**src/rtl/gf180mcu_sync_deglitch_rx_if.sv**
```systemverilog
// Signal bundle for the synchronizing deglitch receiver: async level in, enable,
// clean level out plus edge strobes and busy flag.
interface gf180mcu_sync_deglitch_rx_if;
  logic I;
  logic EN;
  logic Z;
  logic RISE;
  logic FALL;
  logic BUSY;

  modport master (output I, output EN, input Z, input RISE, input FALL, input BUSY);
  modport slave  (input I, input EN, output Z, output RISE, output FALL, output BUSY);
endinterface

```
**src/rtl/gf180mcu_sync_deglitch_rx.sv**
```systemverilog
// Synchronizes an asynchronous level into the CLK domain and only lets it reach Z
// after FILT_CNT consecutive disagreeing samples; RISE/FALL strobe on each Z flip.
module gf180mcu_sync_deglitch_rx #(
  parameter int unsigned SYNC_STAGES = 2,
  parameter int unsigned FILT_CNT    = 4,
  parameter int unsigned CNT_W       = 3,
  parameter bit          RESET_VAL   = 1'b0
) (
  input logic                          CLK,
  input logic                          RN,
  gf180mcu_sync_deglitch_rx_if.slave   bus
);

  typedef enum logic [0:0] {
    STABLE  = 1'b0,
    QUALIFY = 1'b1
  } state_t;

  logic [SYNC_STAGES-1:0] sync_r;
  logic                   sync_s;
  state_t                 state_r, state_nxt_s;
  logic [CNT_W-1:0]       cnt_r, cnt_nxt_s;
  logic                   z_r, z_nxt_s;
  logic                   rise_r, rise_nxt_s;
  logic                   fall_r, fall_nxt_s;
  logic                   busy_r;

  assign sync_s = sync_r[SYNC_STAGES-1];

  // Metastability chain; runs independently of EN
  always_ff @(posedge CLK or negedge RN) begin
    if (!RN) begin
      sync_r <= {SYNC_STAGES{RESET_VAL}};
    end else begin
      sync_r <= {sync_r[SYNC_STAGES-2:0], bus.I};
    end
  end

  // Qualify FSM next-state: a flip of Z needs FILT_CNT consecutive mismatches
  always_comb begin
    state_nxt_s = state_r;
    cnt_nxt_s   = cnt_r;
    z_nxt_s     = z_r;
    rise_nxt_s  = 1'b0;
    fall_nxt_s  = 1'b0;
    case (state_r)
      STABLE: begin
        if (bus.EN && (sync_s != z_r)) begin
          if (FILT_CNT == 1) begin
            z_nxt_s    = sync_s;
            rise_nxt_s = sync_s;
            fall_nxt_s = ~sync_s;
            cnt_nxt_s  = {CNT_W{1'b0}};
          end else begin
            state_nxt_s = QUALIFY;
            cnt_nxt_s   = CNT_W'(1);
          end
        end else begin
          cnt_nxt_s = {CNT_W{1'b0}};
        end
      end
      QUALIFY: begin
        if (!bus.EN) begin
          state_nxt_s = STABLE;
          cnt_nxt_s   = {CNT_W{1'b0}};
        end else if (sync_s == z_r) begin
          state_nxt_s = STABLE;
          cnt_nxt_s   = {CNT_W{1'b0}};
        end else if (cnt_r == CNT_W'(FILT_CNT - 1)) begin
          state_nxt_s = STABLE;
          cnt_nxt_s   = {CNT_W{1'b0}};
          z_nxt_s     = sync_s;
          rise_nxt_s  = sync_s;
          fall_nxt_s  = ~sync_s;
        end else begin
          cnt_nxt_s = cnt_r + CNT_W'(1);
        end
      end
      default: begin
        state_nxt_s = STABLE;
        cnt_nxt_s   = {CNT_W{1'b0}};
      end
    endcase
  end

  // State, level and strobe registers; reset aborts any qualify without a pulse
  always_ff @(posedge CLK or negedge RN) begin
    if (!RN) begin
      state_r <= STABLE;
      cnt_r   <= {CNT_W{1'b0}};
      z_r     <= RESET_VAL;
      rise_r  <= 1'b0;
      fall_r  <= 1'b0;
      busy_r  <= 1'b0;
    end else begin
      state_r <= state_nxt_s;
      cnt_r   <= cnt_nxt_s;
      z_r     <= z_nxt_s;
      rise_r  <= rise_nxt_s;
      fall_r  <= fall_nxt_s;
      busy_r  <= (state_nxt_s == QUALIFY);
    end
  end

  assign bus.Z    = z_r;
  assign bus.RISE = rise_r;
  assign bus.FALL = fall_r;
  assign bus.BUSY = busy_r;

endmodule
```
**src/flat_wrapper.sv**
```systemverilog
// flat-port wrapper written by rule: the top's interface ports become plain ports
module gf180mcu_sync_deglitch_rx_flat 
#(
  parameter int unsigned SYNC_STAGES = 2,
  parameter int unsigned FILT_CNT    = 4,
  parameter int unsigned CNT_W       = 3,
  parameter bit          RESET_VAL   = 1'b0
)
  (CLK, RN, bus_I, bus_EN, bus_Z, bus_RISE, bus_FALL, bus_BUSY);
  gf180mcu_sync_deglitch_rx_if bus_i ();
  input logic CLK;
  input logic RN;
  input wire logic [$bits(bus_i.I)-1:0] bus_I;
  input wire logic [$bits(bus_i.EN)-1:0] bus_EN;
  output wire logic [$bits(bus_i.Z)-1:0] bus_Z;
  output wire logic [$bits(bus_i.RISE)-1:0] bus_RISE;
  output wire logic [$bits(bus_i.FALL)-1:0] bus_FALL;
  output wire logic [$bits(bus_i.BUSY)-1:0] bus_BUSY;
  assign bus_i.I = bus_I;
  assign bus_i.EN = bus_EN;
  assign bus_Z = bus_i.Z;
  assign bus_RISE = bus_i.RISE;
  assign bus_FALL = bus_i.FALL;
  assign bus_BUSY = bus_i.BUSY;
  gf180mcu_sync_deglitch_rx #(.SYNC_STAGES(SYNC_STAGES), .FILT_CNT(FILT_CNT), .CNT_W(CNT_W), .RESET_VAL(RESET_VAL)) u_core (.CLK(CLK), .RN(RN), .bus(bus_i));
endmodule
```
**config.mk**
```make
export PLATFORM = sky130hd
export DESIGN_NAME = gf180mcu_sync_deglitch_rx_flat
export DESIGN_NICKNAME = d
export VERILOG_FILES = /design/src/rtl/gf180mcu_sync_deglitch_rx_if.sv /design/src/rtl/gf180mcu_sync_deglitch_rx.sv /design/src/flat_wrapper.sv
export SDC_FILE = /design/constraint.sdc
export NUM_CORES = 1
export LEC_CHECK = 0
export BUFFER_PORTS_ARGS = -buffer_cell sky130_fd_sc_hd__buf_2
export CELL_PAD_IN_SITES_DETAIL_PLACEMENT = 2
export CELL_PAD_IN_SITES_GLOBAL_PLACEMENT = 2
export CORE_AREA = 2 2 39 41
export CTS_CLUSTER_DIAMETER = 30
export DETAILED_ROUTE_END_ITERATION = 8
export DIE_AREA = 0 0 41 43
export HOLD_SLACK_MARGIN = 0.05
export PLACE_DENSITY = 0.67
export SLEW_MARGIN = 20
export SYNTH_ARGS = -nofsm -noshare
export SYNTH_HDL_FRONTEND = slang
export SYNTH_SLANG_ARGS = --single-unit
```
**constraint.sdc**
```tcl
create_clock -name CLK -period 3 [get_ports CLK]
set_input_delay 0 -clock CLK [delete_from_list [all_inputs] [get_ports CLK]]
set_output_delay 0 -clock CLK [all_outputs]
set_load 0.005 [all_outputs]
```
; ---- Word level (Yosys, flattened, before mapping)
; Cells that the tools add are included.
[totals]
ff_bits = 9
in_bits = 4
output_inout_bits = 4
word_cells = 33
[op_classes]
bitwise = 3
muxes = 18
n_eq_ne = 3
reduce_logical = 2
add_sub_neg = 1
[ops]
columns = cell, n
row1 = two-way mux 1 bit, 13
row2 = two-way mux 3 bit, 3
row3 = case mux 3 bit (2 select lines), 1
row4 = AND reduction 4 bit, 1
row5 = adder 3 x 1 -> 3 bit (second input constant), 1
row6 = == test 3 x 2 -> 1 bit (second input constant), 1
row7 = inverter 1 bit, 3
row8 = case mux 1 bit (2 select lines), 1
row9 = == test 1 bit, 1
row10 = logical AND 1 bit, 1
row11 = inequality test 1 bit, 1

; ---- Depth between registers and ports, before layout
[logic_depth]
depth_word = 5
depth_mapped = 4

; ---- Worst setup path before layout
; OpenSTA, ideal clock, no wires.
[synth_timing]
kind = reg-to-reg
startpoint = reg u_core.cnt_r[0]
endpoint = reg u_core.z_r, in the netlist u_core.bus.Z
required_time_ns = 2.875
t_arrival_ns = 1.166
path_slack_ns = 1.710
period_less_slack_ns = 1.290
path_stages_with_launch = 5
setup_time_ns = 0.125
path_cell_list = dfrtp_1 -> ha_1 -> and2b_2 -> nand3_1 -> mux2_2
[synth_via]
elab_chain_len = 2
[synth_lines]
columns = item, line_no
row1 = "start, declared", gf180mcu_sync_deglitch_rx.sv:22  ; logic [CNT_W-1:0] cnt_r, cnt_nxt_s;
row2 = "start signal, assigned", gf180mcu_sync_deglitch_rx.sv:90  ; cnt_r <= {CNT_W{1'b0}};
row3 = "start signal, assigned", gf180mcu_sync_deglitch_rx.sv:97  ; cnt_r <= cnt_nxt_s;
row4 = == test 3 x 2 -> 1 bit, gf180mcu_sync_deglitch_rx.sv:69  ; end else if (cnt_r == CNT_W'(FILT_CNT - 1)) begin
row5 = AND reduction 4 bit (no source line), n/a
row6 = "end signal, assigned", gf180mcu_sync_deglitch_rx.sv:98  ; z_r <= z_nxt_s;
row7 = "end, declared", gf180mcu_sync_deglitch_rx.sv:23  ; logic z_r, z_nxt_s;
; No other way between the ends.
; A chain may end at the register's enable or synchronous reset.

; ---- Worst setup path in the final report
; Same ends and word-level chain as after synthesis.

==> Implementation_results.wiki <==
{| class="wikitable"
! Metric !! Value
|-
| Final setup fails || 0
|-
| Synthesis-to-layout area growth || 30.8%
|-
| Sequential-to-total area share from yosys stat || 0.684
|-
| Share of the cycle needed by the critical path after routing || 0.453
|-
| Number of buffers on the longest clock path || 2
|-
| Maximum vdd ir drop || 0.197 mV
|-
| Power density relative to cell area || 538 nW/µm²
|-
| Number of global-route vias before repair || between 200 and 250
|-
| Distinct cells, synth || 12
|-
| Number of rows created at floorplan || 14
|-
| # Post-CTS Setup Buffers || 0
|-
| Floorplan die height || ~43 µm
|-
| Top cell type's share of synthesized area || 0.684
|-
| DR DRC count || 0
|-
| Result of the run || finished clean
|-
| Clock tree from TritonCTS || built
|-
| Wire length per cell || 11.5 µm
|-
| Share of final-layout standard cells stronger than drive strength 1 || 0.342
|-
| Clock network latency to the later pin of the worst-skew pair || 260 ps
|-
| Die width || slightly above 40 µm
|-
| Mapped Nets || 30
|-
| First drt pass iteration count || 1
|-
| Count of final hold-check violations || 0
|-
| Die footprint || 1760 µm²
|-
| Final standard cell area without fillers || 430 µm²
|-
| Path class of the lowest-slack min-delay path || primary input to async pin
|-
| Maximum fanout encountered on the critical timing path || 5
|-
| Final weighted congestion in routability-driven placement || 0.715
|-
| Post-Syn Area || ~330 µm²
|-
| Worst Hold Slack || 112 ps
|-
| Buffering stage count on the worst path with inverters included || 0
|-
| Antenna fix cells || 0
|-
| Worst slew margin relative to its limit || 0.851
|-
| Antenna Nets Post-Route || 0
|-
| Clock buffers created by TritonCTS || 3
|-
| Wire length of the first global-routing pass || 1000 µm
|-
| Highest cell delay on the worst timing path || approximately 400 ps
|-
| Ranking of synthesized cells by area || sky130_fd_sc_hd__dfrtp_1 (68%), sky130_fd_sc_hd__and4bb_2 (3.8%), sky130_fd_sc_hd__ha_1 (3.8%)
|-
| Post-cts sizing count || 0
|-
| Total Routed Length || 620 µm
|-
| Core region area || 1380 µm²
|-
| Fmax || 0.735 GHz
|-
| Total Negative Setup Slacks || 0 ps
|-
| Leakage component of the power || approximately 0.22 nW
|-
| Cell type with the highest aggregate area in the netlist || sky130_fd_sc_hd__dfrtp_1
|-
| Hpwl dp || between 400 and 500 µm
|-
| Post-synthesis register bit count || 9
|-
| Synth warn || 0
|-
| Total count of max-transition violations in the final report || 0
|-
| Mean post-synth cell area || 13.2 µm²
|-
| Total power || 0.232 mW
|-
| Cell class contributing the biggest share of worst-path delay || flip-flops
|-
| Synthesized instance count || 25
|-
| Crit. End Element || register
|-
| Worst EP arrival || 1510 ps
|-
| Final layout net count || 44
|-
| Hold bufs inserted after CTS || 2
|-
| Transition time of the tightest slew-check pin || 223 ps
|-
| Effective utilization at floorplan || 0.238
|-
| CTS sink count || 9
|-
| Setup repair after global routing missed its margin || no
|-
| Cell breakdown of the critical path || ha_1 -> and2b_2 -> nand3_1 -> mux2_2
|-
| Via count normalized by instance count || roughly 4.3
|-
| Number of antenna violations at the first check in global routing || 0
|-
| Dpl cell area || slightly below 400 µm²
|-
| Clock period minus worst slack || 1360 ps
|-
| Port Buffer Count || 7
|-
| Setup crit start kind || register
|-
| Required time worst endpoint || 3150 ps
|-
| Clock Pin Slew Worst Setup and Hold Paths || ~60 ps
|-
| Crit Path Class || register to register
|-
| Number of maximum-capacitance violations || 0
|-
| Depth of the CTS H-tree || 1
|-
| Total I/O pin count || 8
|-
| CP max stage cell || sky130_fd_sc_hd__dfrtp_1
|-
| Share of the core filled with cells in the final layout || 0.311
|-
| Final setup skew || 5.18 ps
|-
| Routed vias || around 230
|-
| Drt first-iter violations || 0
|-
| Global-route usage over all layers || 0.0976
|-
| Overflow left after global routing || 0
|-
| Root buffer selected by CTS || sky130_fd_sc_hd__clkbuf_4
|-
| Largest net degree at the start of global routing || 10
|}
routing by layer:
layer	vias to the layer above	GRT usage	wire length, µm
met1	114	0.104	255
met5	-	0	0
li1	110	-	-
met3	2	0.0471	34
met2	7	0.128	317
met4	0	0.100	13
report_power, final:
group          total, mW  switching (mW)  internal (mW)
Clock             0.0928          0.0416         0.0512
Sequential         0.127         0.00293          0.124
Combinational     0.0115         0.00585        0.00565
Total              0.232          0.0504          0.181
final cells by class:
cell class	count	area, µm²
Clock buffer	4	26.3
Fill cell	155	953
Multi-Input combinational cell	16	104
Sequential cell	9	225
Tap cell	16	20.0
Timing Repair Buffer	9	55.1
layout by cell type (no fill, tap or decap):
master                          instances
sky130_fd_sc_hd__dfrtp_1                9
sky130_fd_sc_hd__buf_2                  7
sky130_fd_sc_hd__nand2_1                3
sky130_fd_sc_hd__nor2_1                 3
sky130_fd_sc_hd__clkbuf_4               3
sky130_fd_sc_hd__nand3_1                2
sky130_fd_sc_hd__dlygate4sd3_1          2
sky130_fd_sc_hd__xor2_1                 1
sky130_fd_sc_hd__and2b_2                1
sky130_fd_sc_hd__o21a_1                 1
sky130_fd_sc_hd__nor3_1                 1
sky130_fd_sc_hd__a21oi_1                1
sky130_fd_sc_hd__and4bb_2               1
sky130_fd_sc_hd__mux2_2                 1
sky130_fd_sc_hd__ha_1                   1
sky130_fd_sc_hd__clkbuf_1               1
stage by stage:
stage               worst slack (ps)  instances
floorplan                       1710         25
global placement                1670         48
detailed placement              1620         48
CTS                             1620         54
global route                    1580         54
finish                          1640         54
synth_stat cells (all sizes together):
| cell type | instances |
|---|---|
| nand3 | 2 |
| a21oi | 1 |
| mux2 | 1 |
| o21a | 1 |
| and2b | 1 |
| dfrtp | 9 |
| xor2 | 1 |
| ha | 1 |
| and4bb | 1 |
| nand2 | 3 |
| nor2 | 3 |
| nor3 | 1 |
path summary, 6_finish.rpt:
| path | slack (ps) | depth (start not counted) | startpoint | end |
|---|---|---|---|---|
| max in group asynchronous | 2710 | 2 | RN | u_core.cnt_r[0]$_DFF_PN0_ |
| setup reg to reg | 1640 | 4 | u_core.cnt_r[0]$_DFF_PN0_ | u_core.bus.Z$_DFFE_PN0P_ |
| hold / removal | 110 | 2 | RN | u_core.bus.FALL$_DFF_PN0_ |
| setup / recovery | 1640 | 4 | u_core.cnt_r[0]$_DFF_PN0_ | u_core.bus.Z$_DFFE_PN0P_ |
| min in group CLK | 110 | 3 | bus_EN | u_core.state_r$_DFF_PN0_ |
| hold reg to reg | 350 | 0 | u_core.sync_r[0]$_DFF_PN0_ | u_core.sync_r[1]$_DFF_PN0_ |
logic make-up (layout without fill, tap and decap cells):
| kind of cell | after synthesis | after routing | synth area share |
|---|---|---|---|
| AND/OR/NAND/NOR | 11 | 11 | 0.179 |
| adder cells (fa/ha/maj) | 1 | 1 | 0.0380 |
| flip-flops | 9 | 9 | 0.684 |
| AO/OA/AOI/OAI | 2 | 2 | 0.0380 |
| multiplexers | 1 | 1 | 0.0342 |
| buffers and inverters | 0 | 13 | 0 |
| XOR/XNOR | 1 | 1 | 0.0266 |
flip-flops by register name, summed over array words and instances (netlist names):
register	cells
u_core.cnt_r	3
u_core.sync_r	2
u_core.bus.FALL	1
u_core.bus.RISE	1
u_core.bus.Z	1
u_core.state_r	1
Note: power is estimated with default switching activity, not from simulation.
